$ cat config.mk
export PLATFORM = sky130hd
export DESIGN_NAME = inverse_sub_bytes
export DESIGN_NICKNAME = d
export VERILOG_FILES = /design/src/rtl/inverse_sub_bytes.sv
export SDC_FILE = /design/constraint.sdc
export NUM_CORES = 2
export LEC_CHECK = 0
export BUFFER_PORTS_ARGS = -buffer_cell sky130_fd_sc_hd__buf_2
export CORE_ASPECT_RATIO = 1.25
export CORE_MARGIN = 2
export CORE_UTILIZATION = 25
export DETAILED_ROUTE_END_ITERATION = 8
export SYNTH_ARGS = -nofsm -noshare
export SYNTH_HDL_FRONTEND = slang
export SYNTH_SLANG_ARGS = --single-unit
$ cat constraint.sdc
create_clock -name clk -period 2.7 [get_ports clk]
set_input_delay 0.405 -clock clk [delete_from_list [all_inputs] [get_ports clk]]
set_output_delay 0.405 -clock clk [all_outputs]
set_load 0.005 [all_outputs]
$ cat src/rtl/inverse_sub_bytes.sv
// inverse_sub_bytes: AES-128 InvSubBytes stage, 16 parallel inverse S-box lookups registered with 1-cycle latency
module inverse_sub_bytes (
   input  logic         clk,
   input  logic         rst_n,
   input  logic         in_valid,
   input  logic [127:0] in,
   output logic [127:0] out,
   output logic         out_valid
);
   // Entry 0 sits at the MSB end, so the table reads in FIPS-197 row order
   localparam logic [0:255][7:0] INV_SBOX = {
      128'h52096ad53036a538bf40a39e81f3d7fb,
      128'h7ce339829b2fff87348e4344c4dee9cb,
      128'h547b9432a6c2233dee4c950b42fac34e,
      128'h082ea16628d924b2765ba2496d8bd125,
      128'h72f8f66486689816d4a45ccc5d65b692,
      128'h6c704850fdedb9da5e154657a78d9d84,
      128'h90d8ab008cbcd30af7e45805b8b34506,
      128'hd02c1e8fca3f0f02c1afbd0301138a6b,
      128'h3a9111414f67dcea97f2cfcef0b4e673,
      128'h96ac7422e7ad3585e2f937e81c75df6e,
      128'h47f11a711d29c5896fb7620eaa18be1b,
      128'hfc563e4bc6d279209adbc0fe78cd5af4,
      128'h1fdda8338807c731b11210592780ec5f,
      128'h60517fa919b54a0d2de57a9f93c99cef,
      128'ha0e03b4dae2af5b0c8ebbb3c83539961,
      128'h172b047eba77d626e169146355210c7d
   };
   function automatic logic [7:0] inv_sbox(input logic [7:0] b);
      return INV_SBOX[b];
   endfunction
   logic [127:0] sub, out_d, out_q;
   logic         valid_d, valid_q;
   for (genvar k = 0; k < 16; k++) begin : g_byte
      assign sub[8*k +: 8] = inv_sbox(in[8*k +: 8]);
   end
   always_comb begin
      out_d   = in_valid ? sub : out_q;
      valid_d = in_valid;
   end
   always_ff @(posedge clk or negedge rst_n) begin
      if (!rst_n) begin
         out_q   <= '0;
         valid_q <= 1'b0;
      end else begin
         out_q   <= out_d;
         valid_q <= valid_d;
      end
   end
   assign out       = out_q;
   assign out_valid = valid_q;
endmodule

### Word level (Yosys, flattened, before mapping)

Memory sizes are Yosys's and may differ from the RTL's. A register that Yosys moved wholly into a read port is not among the register bits.
Index checks and enable logic that the tools add are counted.

| word-level totals | value |
|---|---|
| register bits after elaboration | 1 |
| latch bits | 0 |
| RAM bits | 0 |
| memory bits (read-only) | 32768 |
| input bits | 131 |
| output and inout port bits | 129 |
| logic and storage cells | 49 |
| memories | 16 |

Memories:

| name | depth | width | rd ports | clocked after memory_dff | wr ports | RTL line | text |
|---|---|---|---|---|---|---|---|
| (name not given) | 256 | 8 | 1 | 1 | 0 | 30 | `return INV_SBOX[b];` |
| (name not given) | 256 | 8 | 1 | 1 | 0 | 30 |  |
| (name not given) | 256 | 8 | 1 | 1 | 0 | 30 |  |
| (name not given) | 256 | 8 | 1 | 1 | 0 | 30 |  |
| (name not given) | 256 | 8 | 1 | 1 | 0 | 30 |  |
| (name not given) | 256 | 8 | 1 | 1 | 0 | 30 |  |
| 10 more memories | -- | -- | -- | -- | -- | -- |  |

| operators by class | value |
|---|---|
| add/subtract/negate cells | 0 |
| multiply operators | 0 |
| divide/modulo/power cells | 0 |
| order comparisons | 0 |
| eq/ne operators | 0 |
| shifts and indexed selects | 0 |
| muxes and demuxes | 0 |
| bitwise logic cells | 16 |
| reductions and logical operators | 16 |

Operators by type and width:

| cell | count |
|---|---|
| NOT 8 -> 9 bit | 16 |
| logical NOT 1 bit | 16 |

### Depth between registers and ports, before layout

| logic depth | value |
|---|---|
| depth in word-level cells | 1 |
| gate-level depth with buffers | 12 |
| gate-level depth less buffers | 8 |

### Least setup slack after synthesis

No wires, ideal clock.

| timing | value |
|---|---|
| path type | input-to-reg |
| start point | input in[25] |
| end point | register out_q[29], in the netlist out[29] |
| setup time | 87 ps |
| data arrival time | 2958 ps |
| data required time | 2613 ps |
| slack | -345 ps |
| stages | 11 |
| path buffers | 4 |
| cell sequence | clkbuf_1 > clkbuf_1 > inv_1 > ha_1 > buf_2 > nand2b_1 > buf_2 > o21ai_0 > mux4_2 > mux4_2 > o211ai_1 |

| between the ends | value |
|---|---|
| cells in the longest elaborated chain, start to end | 1 |

RTL lines:

| item | RTL line | text |
|---|---|---|
| start: declaration | 6 | `input logic [127:0] in,` |
| NOT 8 -> 9 bit (implied by the code) | 30 |  |
| end: declaration | 32 | `logic [127:0] sub, out_d, out_q;` |

Every way passes these cells.

### Worst setup path after layout

Ends and elaborated chain as after synthesis.

==> flow_summary.ini <==
[synth]
synth_top_cell_area_share = 0.0664
ys_warn_count = 0
ys_types = 97
netlist_top_cells_area = ha_1, o21ai_0, a21oi_1
synth_common_cells = nand2_1, o21ai_0, a21oi_1
synth-seq-area-share = 0.0549
async_flop_share = 1.00
synth_cells = 8953
synth.avg_cell_area_um2 = 6.56
synthFlopType = dfrtp_1
ys_ff_latch = 129
synth_top_area_cell = ha_1
synthMostInstantiatedCell = nand2_1
syn_area_um2 = 58800
synth_nets = 9396
synth_edf_count = 0

[power_and_ir_drop]
comb_power_share = 0.710
swShare = 0.520
netSwitchingPower_mw = 10.6
pwr-share-clk = 0.164
finalPower_mw = 20.4
power_frac_seq = 0.127
p_leak_nw = 29.9
peakVddDrop_mv = 0.237
internal_power_mw = 9.80
power_density_nw_per_um2 = 273

[critical_path]
slowest_delay_ns = 0.72
worstSetupStartpointType = input port
critPathSlowestCell = ha_1
cp_top_family = compound AO/OA/AOI/OAI gates
path_class = input port to register
crit_required_ns = 3.20
path_depth = 9
worstPathMaxFanout = 10
cp_cell_sequence = buf_2 -> buf_4 -> ha_1 -> inv_1 -> o311a_1 -> a31oi_1 -> nand2_1 -> mux4_2 -> o211ai_1
end_kind = register
path_buf_inv = 3
cp.arrival_ns = 2.98
worst_r2r_path_depth = 4

[die]
ios = 260
start_util = 0.252
row_count = 198
die_h_um = 546
coreArea_um2 = 233000
die_area_um2 = 239000
die_w_um = 438

[detailed_routing]
drt-met1-wl_mm = 126
wl_met3_mm = 36.4
ant_nets = 0
top_layer = met5
wl_per_cell_um = 26.8
vias_per_cell = 6.45
drcViolationCount = 0
drtPass1Iterations = 7
drt_iter0_markers = 14301
vias = 83806
wl_mm = 348
met2WireLength_mm = 156

[grt]
grt_overflow = 0
grt_max_degree = 77
antenna_found_initial = 23
grt_pass1_wl_mm = 514
track_usage = 0.274
grt_pass1_vias = 78649

[timing]
setup_violations = 0
rsz0062_at_grt = false
fin_skew_ns = 0
tightestPinTransition_ns = 0.881
max-slew-margin-rel = 0.397
min_period_ns = 2.48
hold_viol = 0
clock.fmax_mhz = 404
setup_ws_ns = 0.222
final-max-slew-violation-count = 0
fin_crit_sh = 0.918

[min_path]
holdCritPathClass = input port to register
worstHoldPathCells = 2

[clock_network]
root_buffer = clkbuf_16
clk_latency_ns = 0.60
cts_buffers = 25
cts_tree = yes
cts_resized = 0
clock_sinks = 129
cts_max_level = 4
clk_pin_slew_ns = 0.09
cts-hold-fix-buffers = 1
cts_buffer_depth = 3
cts_setup_buffers = 0

[finish]
n_fill_cell = 25508
syn2layout_area_growth_pct = 27.4
final_layout_size_suffix_gt1_frac = 0.239
finish.utilization = 0.321
layout.nets = 10328

[outcome]
status = finished, final reports clean

[placed_design]
pre_cts_ws_ns = -0.194
hpwl_mm = 259
port_buffers = 259
place_congestion = 1.08

[run]
drv_cap = 0
[through the flow]
| step | area, µm² | TNS (ns) | hold slack [ns] | std cells |
|---|---|---|---|---|
| after CTS | 74800 | 0 | 0.0813 | 12989 |
| after global placement | 74100 | -3.25 | 0.372 | 12956 |
| after global routing | 74800 | 0 | 0.108 | 12993 |
| after floorplan | 58900 | -0.111 | 0.109 | 8953 |
| after detailed placement | 74100 | -2.91 | 0.372 | 12956 |
| final | 74800 | 0 | 0.132 | 13000 |
[cell families after synthesis]
group,synth area share
DFF,0.0549
buffers and inverters,0.0904
adders and majority gates,0.0666
AOI/OAI and AO/OA,0.422
and+or+nand+nor,0.280
muxes,0.0810
xor gates and xnor gates,0.00522
[registers in the layout, summed over array words and instances, names as in the netlist]
| register | cells |
|---|---|
| out | 128 |
| out_valid | 1 |
[final timing paths]
kind	startpoint	endpoint	slack, ns
worst max-delay path	in[25]	out[29]	0.22
worst min-delay path	in[79]	out[79]	0.13
worst max register to register	out[113]	out[113]	1.20
worst min register to register	out[116]	out[116]	0.50
max in group asynchronous	rst_n	out[104]	1.57
min in group asynchronous	rst_n	out[74]	0.33
[per-layer routing]
metal / vias up / global-route usage
li1: 36156 / -
met1: 38898 / 0.331
met2: 6854 / 0.443
met3: 1872 / 0.0487
met4: 26 / 0.184
met5: - / 0
[power groups by stage]
| stage | logic (mW) | clock network (mW) | registers, mW |
|---|---|---|---|
| 2_1_floorplan | 7.63 | 0 | 2.47 |
| 3_3_place_gp | 14.0 | 0 | 2.63 |
| 3_5_place_dp | 13.9 | 0 | 2.63 |
| 4_1_cts | 13.9 | 3.48 | 2.60 |
| 5_1_grt | 15.2 | 3.52 | 2.62 |
| 6_report | 14.5 | 3.34 | 2.58 |
[cell usage in the layout (no fill, tap or decap), types with 77 or more instances in the layout]
master | Yosys | layout
a311oi_1 | 170 | 170
and2_1 | 91 | 91
a21oi_1 | 704 | 704
nand3_1 | 249 | 249
buf_12 | 0 | 117
o21ai_0 | 734 | 734
ha_1 | 312 | 310
buf_2 | 307 | 228
a211oi_1 | 258 | 258
o211ai_1 | 207 | 207
nor2_1 | 695 | 695
nor3_1 | 326 | 326
mux2i_1 | 110 | 110
or2_2 | 77 | 77
dfrtp_1 | 129 | 129
and3_1 | 78 | 78
a211o_1 | 81 | 81
mux4_2 | 146 | 146
o311ai_0 | 155 | 155
nor2b_1 | 309 | 308
a221oi_1 | 78 | 78
nand2_1 | 774 | 774
nand2b_1 | 354 | 354
a31oi_1 | 207 | 207
buf_4 | 8 | 1662
a2111oi_0 | 84 | 83
inv_1 | 168 | 161
o31ai_1 | 118 | 118
[final cells by class]
type / count / area, µm² / area share
clock buffers: 31 / 688 / 0.00920
multi-input cells: 7521 / 50200 / 0.671
clock inverters: 1 / 7.51 / 0.000100
diodes: 10 / 25.0 / 0.000334
inverters: 197 / 753 / 0.0101
flip-flops and latches: 129 / 3230 / 0.0431
repair buffers: 2011 / 16000 / 0.214
well taps: 3100 / 3880 / 0.0518
[worst reg2reg max path, delay by kind of cell, from the launching register on]
| kind | cells | cell delay (ns) |
|---|---|---|
| flip-flops | 1 | 0.39 |
| AO/OA/AOI/OAI | 3 | 0.76 |
| AND/OR/NAND/NOR | 1 | 0.18 |
Power figures use the tool's default switching activity.
